$ cat src/rtl/icache_direct_mapped_pkg.sv
// Shared widths and FSM encoding for the direct-mapped instruction cache.
package icache_direct_mapped_pkg;

  localparam int ADDR_W          = 10;
  localparam int NUM_BLOCKS      = 8;
  localparam int WORDS_PER_BLOCK = 4;
  localparam int WORD_W          = 32;

  localparam int TAG_W    = 3;
  localparam int INDEX_W  = 3;
  localparam int OFFSET_W = 4;
  localparam int WSEL_W   = 2;
  localparam int BLOCK_W  = 128;
  localparam int BADDR_W  = TAG_W + INDEX_W;

  typedef enum logic [1:0] {
    IC_IDLE     = 2'd0,
    IC_MEM_READ = 2'd1,
    IC_UPDATE   = 2'd2
  } ic_state_e;

endpackage

$ cat src/rtl/icache_direct_mapped_word_select.sv
// Picks one 32-bit word out of a 128-bit cache block; purely combinational.
module icache_direct_mapped_word_select
  import icache_direct_mapped_pkg::*;
(
  input  logic [BLOCK_W-1:0] block_i,
  input  logic [WSEL_W-1:0]  word_i,
  output logic [WORD_W-1:0]  word_o
);

  assign word_o = block_i[{word_i, 5'd0} +: WORD_W];

endmodule

$ cat src/rtl/icache_direct_mapped.sv
// Direct-mapped read-only instruction cache: zero-latency hits, one block fetch per miss.
// BUSYWAIT stalls the CPU from the missing cycle until the installed line hits.
module icache_direct_mapped
  import icache_direct_mapped_pkg::*;
(
  input  logic                 CLK,
  input  logic                 RESET,
  input  logic [31:0]          PC,
  output logic [WORD_W-1:0]    INSTRUCTION,
  output logic                 BUSYWAIT,
  output logic                 MEM_READ,
  output logic [BADDR_W-1:0]   MEM_ADDRESS,
  input  logic [BLOCK_W-1:0]   MEM_READDATA,
  input  logic                 MEM_BUSYWAIT
);

  ic_state_e state_q, state_d;

  logic [NUM_BLOCKS-1:0] valid_q;
  logic [TAG_W-1:0]      tag_q  [NUM_BLOCKS];
  logic [BLOCK_W-1:0]    data_q [NUM_BLOCKS];

  logic [TAG_W-1:0]      fill_tag_q;
  logic [INDEX_W-1:0]    fill_idx_q;
  logic [BLOCK_W-1:0]    fill_data_q;

  logic [TAG_W-1:0]      pc_tag;
  logic [INDEX_W-1:0]    pc_idx;
  logic [WSEL_W-1:0]     pc_word;
  logic                  hit;
  logic [WORD_W-1:0]     sel_word;
  logic                  unused_pc_bits;

  assign pc_tag         = PC[ADDR_W-1 -: TAG_W];
  assign pc_idx         = PC[OFFSET_W +: INDEX_W];
  assign pc_word        = PC[OFFSET_W-1:2];
  assign unused_pc_bits = ^{PC[31:ADDR_W], PC[1:0]};

  assign hit = valid_q[pc_idx] && (tag_q[pc_idx] == pc_tag);

  icache_direct_mapped_word_select u_word_select (
    .block_i (data_q[pc_idx]),
    .word_i  (pc_word),
    .word_o  (sel_word)
  );

  always_ff @(posedge CLK or posedge RESET) begin
    if (RESET) state_q <= IC_IDLE;
    else       state_q <= state_d;
  end

  always_comb begin
    state_d = state_q;
    case (state_q)
      IC_IDLE:     if (!hit) state_d = IC_MEM_READ;
      IC_MEM_READ: if (!MEM_BUSYWAIT) state_d = IC_UPDATE;
      IC_UPDATE:   state_d = IC_IDLE;
      default:     state_d = IC_IDLE;
    endcase
  end

  // RESET gates the outputs directly so the CPU sees a defined stall signal from time zero.
  always_comb begin
    MEM_READ    = 1'b0;
    MEM_ADDRESS = '0;
    BUSYWAIT    = 1'b1;
    case (state_q)
      IC_IDLE:     BUSYWAIT = !hit;
      IC_MEM_READ: begin
        MEM_READ    = 1'b1;
        MEM_ADDRESS = {fill_tag_q, fill_idx_q};
      end
      default:     BUSYWAIT = 1'b1;
    endcase
    if (RESET) begin
      MEM_READ    = 1'b0;
      MEM_ADDRESS = '0;
      BUSYWAIT    = 1'b0;
    end
    INSTRUCTION = (hit && !RESET) ? sel_word : '0;
  end

  always_ff @(posedge CLK or posedge RESET) begin
    if (RESET) begin
      valid_q    <= '0;
      fill_tag_q <= '0;
      fill_idx_q <= '0;
    end else begin
      if (state_q == IC_IDLE && !hit) begin
        fill_tag_q <= pc_tag;
        fill_idx_q <= pc_idx;
      end
      if (state_q == IC_UPDATE) valid_q[fill_idx_q] <= 1'b1;
    end
  end

  // Tag and data storage is never cleared; valid_q alone qualifies it.
  always_ff @(posedge CLK) begin
    if (state_q == IC_MEM_READ && !MEM_BUSYWAIT) fill_data_q <= MEM_READDATA;
    if (state_q == IC_UPDATE) begin
      tag_q[fill_idx_q]  <= fill_tag_q;
      data_q[fill_idx_q] <= fill_data_q;
    end
  end

endmodule

$ cat config.mk
export PLATFORM = sky130hd
export DESIGN_NAME = icache_direct_mapped
export DESIGN_NICKNAME = d
export VERILOG_FILES = /design/src/rtl/icache_direct_mapped_pkg.sv /design/src/rtl/icache_direct_mapped_word_select.sv /design/src/rtl/icache_direct_mapped.sv
export SDC_FILE = /design/constraint.sdc
export NUM_CORES = 1
export LEC_CHECK = 0
export ABC_AREA = 1
export CAP_MARGIN = 10
export CORE_ASPECT_RATIO = 0.7
export CORE_UTILIZATION = 55
export DETAILED_ROUTE_END_ITERATION = 6
export PLACE_DENSITY = 0.83
export SLEW_MARGIN = 10
export SYNTH_ARGS = -nofsm -noshare
export SYNTH_HDL_FRONTEND = slang
export SYNTH_HIERARCHICAL = 1
export SYNTH_SLANG_ARGS = --single-unit
$ cat constraint.sdc
create_clock -name CLK -period 7.9 [get_ports CLK]
set_input_delay 1.185 -clock CLK [delete_from_list [all_inputs] [get_ports CLK]]
set_output_delay 1.185 -clock CLK [all_outputs]
set_load 0.005 [all_outputs]
==> results.md <==
- # rows: 89
- Syn nets: between 3000 and 4000
- Largest net degree at the start of global routing: ~210
- Routed len/inst: 22.7 um
- Syn Area/Cell: 12.7 sq um
- I/O pin cnt: about 200
- DP Wirelength: 58500 um
- Placed Cells: 4796
- Placed Instance Area: 49300 sq um
- Met1 GRT Util: 0.348
- Actual slew at the worst max-slew pin: between 1 and 1.5 ns
- Routed vias/inst: 5.95
- Seq cells post-synth: 1192
- Final global-route overflow total: 0
- CP arrival: between 5 and 6 ns
- Die area: roughly 86000 sq um
- CTS Buf Count: between 100 and 150
- Clock root buffer: clkbuf_16
- CP Capture Type: output pin
- Fill cell count: between 5000 and 6000
- Outcome: finished, final reports clean
- Clk sink count: 1192
- Setup bufs post-CTS: 0
- Critical path startpoint category: primary input
- Wirelength, routed: between 100000 and 150000 um
- Final Worst Setup Slack: 1.58 ns
- Hold Slack: 0.472 ns
- Antenna Nets Post-Route: 0
- Vias: 29600
- Antenna violations before repair: 2
- Setup violators final: 0
- Post_cts resized: 0
- Max Freq: between 150 and 200 MHz
- Fin area: 52800 sq um
- Final Hold Viols: 0
- Synth cell types: 23
- CTS tree: yes
- Synth warn: 6
- Minimum clock period: 6.32 ns
- Syn-to-layout area delta: 13.1%
- DRC viols: 0
- Die H: between 200 and 250 um
- Vias in the first global route: 28800
- Skew final: 0.0270 ns
- Clk pin slew, worst setup/hold paths: 0.06 ns
- HP Class: reg2reg
- ANT cells: 0
- Gpl congestion: 0.840
- Cell taking the most area after synthesis: edfxtp_1
- Layout net count: 3927
- M2 GR Usage: 0.410
- Busiest grt layer: met2
- Setup TNS: 0 ns
- Core Area: 84200 sq um
- Worst Setup Path Type: in2out
- Crit-path max FO: 212
- Die X-Extent: 350 um
- Rel. slew slack: 0.235
- Fin cells: around 5000
- Clk_lat worst skew: 0.70 ns
- First-pass GRT wire length: 169000 um
- Initial DRC Count: 4049
- Initial DRT Pass Iterations: 6
- Area fraction of the dominant cell type after synthesis: 0.756
- Fin. max-slew vios: 0
- Met3 GRT Util: 0.0814
- Hold Buf Count CTS: 0
- PwrDens: 273 nW/um^2
- Pre-CTS WS: 1.80 ns
- Area contributors post-synth: edfxtp_1, nor2_1, o21ai_0
- Synth Instances: 3672
- RSZ-0062 raised after global routing: false
- Max VDD drop: 0.220 mV
- CP required: 6.71 ns
- Max H-tree Level: 3
- Sequential fraction of the synthesis area: 0.765
- Ratio of cells with drive above 1 in the final layout: 0.0600
- Clock buffer depth: 3
- Post-Syn Area: 46700 sq um
- Initial Utilization: 0.555
- Max cap viols: 0
- Total GRT Usage: 0.263
- Port buffer count: between 150 and 200
- Period utilization: 0.801
- P_leak: 18.0 nW
[cell families (layout without fill, tap and decap cells)]
| family | count (synthesis) | count (layout) | share of synthesized area |
|---|---|---|---|
| buf+inv | 424 | 601 | 0.0388 |
| simple gates | 1287 | 1287 | 0.107 |
| flops | 1192 | 1192 | 0.765 |
| compound gates | 769 | 769 | 0.0893 |
[power by group]
| part | leakage [nW] | switching, mW | internal [mW] | total [mW] |
|---|---|---|---|---|
| Clock | 1.70 | 2.25 | 2.96 | 5.21 |
| Sequential | 10.8 | 0.312 | 7.66 | 7.97 |
| Combinational | 5.47 | 0.889 | 0.328 | 1.22 |
| Total | 18.0 | 3.45 | 10.9 | 14.4 |
[flip-flops by register name, indices dropped and copies added (netlist names)]
signal / cells
tag_q: 24
valid_q: 8
fill_data_q: 128
data_q: 1024
fill_tag_q: 3
state_q: 2
fill_idx_q: 3
[synth_stat cells, drive strengths merged]
| library cell | instances |
|---|---|
| nand3b | 1 |
| nand2 | 232 |
| a21oi | 1 |
| o21ai | 512 |
| a31oi | 128 |
| buf | 89 |
| or2 | 8 |
| nor2 | 952 |
| dfrtp | 16 |
| o22ai | 128 |
| inv | 198 |
| clkbuf | 137 |
| edfxtp | 1176 |
| nand3 | 94 |
[worst paths after layout]
check                                  startpoint                   endpoint  slack (ns)  cells after the start
max reg2reg                state_q[0]$_DFFE_PP0P_    data_q[1][77]$_DFFE_PP_        4.75                      4
min in group asynchronous                   RESET  fill_tag_q[1]$_DFFE_PP0P_        1.04                      2
min                        valid_q[3]$_DFFE_PP0P_     valid_q[3]$_DFFE_PP0P_        0.47                      1
max in group asynchronous                   RESET     valid_q[4]$_DFFE_PP0P_        6.40                      2
min reg2reg                valid_q[3]$_DFFE_PP0P_     valid_q[3]$_DFFE_PP0P_        0.47                      1
max                                         PC[4]             INSTRUCTION[9]        1.58                     14
[per-stage QoR]
stage                     utilization  power, mW
after floorplan                     -       8.75
after global placement          0.586       9.21
after detailed placement        0.586       9.27
after CTS                       0.628       14.4
after global routing            0.628       14.8
final                           0.628       14.4
[cell type report]
type / instances / area, sq um / area share
clock buffer: 123 / 2730 / 0.0516
inverter: 198 / 771 / 0.0146
tap: 1137 / 1420 / 0.0269
sequential: 1192 / 35700 / 0.676
multi-input combinational: 2056 / 9250 / 0.175
timing repair buffer: 213 / 2190 / 0.0414
clock inverter: 67 / 772 / 0.0146
[metal layers]
metal	vias to the layer above	part of all wire
met3	244	0.14
met5	-	0
met4	0	0.034
met2	1940	0.46
li1	13200	-
met1	14200	0.36
[worst max-delay path, stage by stage]
cell and delay (ns):
buf_8 0.19, clkinv_8 0.52, buf_12 0.56, o21ai_0 0.19
o22ai_1 0.20, nor2_1 0.08, a31oi_1 0.32, inv_1 0.07
nand2_1 0.08, nand3_1 0.28, nand2_1 0.24, inv_1 0.09
nor2_2 0.13, clkdlybuf4s50_1 0.51
[cells in the final DEF (no fill, tap or decap), types with 8 or more instances in the layout]
cell type / instances
bufinv_16: 15
clkbuf_16: 105
dfrtp_1: 16
clkinv_1: 18
a31oi_1: 128
clkinv_2: 21
inv_1: 194
clkbuf_1: 15
o22ai_1: 128
nor2_2: 12
clkdlybuf4s50_1: 175
or2_2: 8
nand2_1: 230
o21ai_1: 14
buf_12: 11
nor2_1: 931
buf_4: 24
o21ai_0: 498
edfxtp_1: 1176
nand3_1: 93
nor2_4: 9
(Power assumes the default switching activity.)
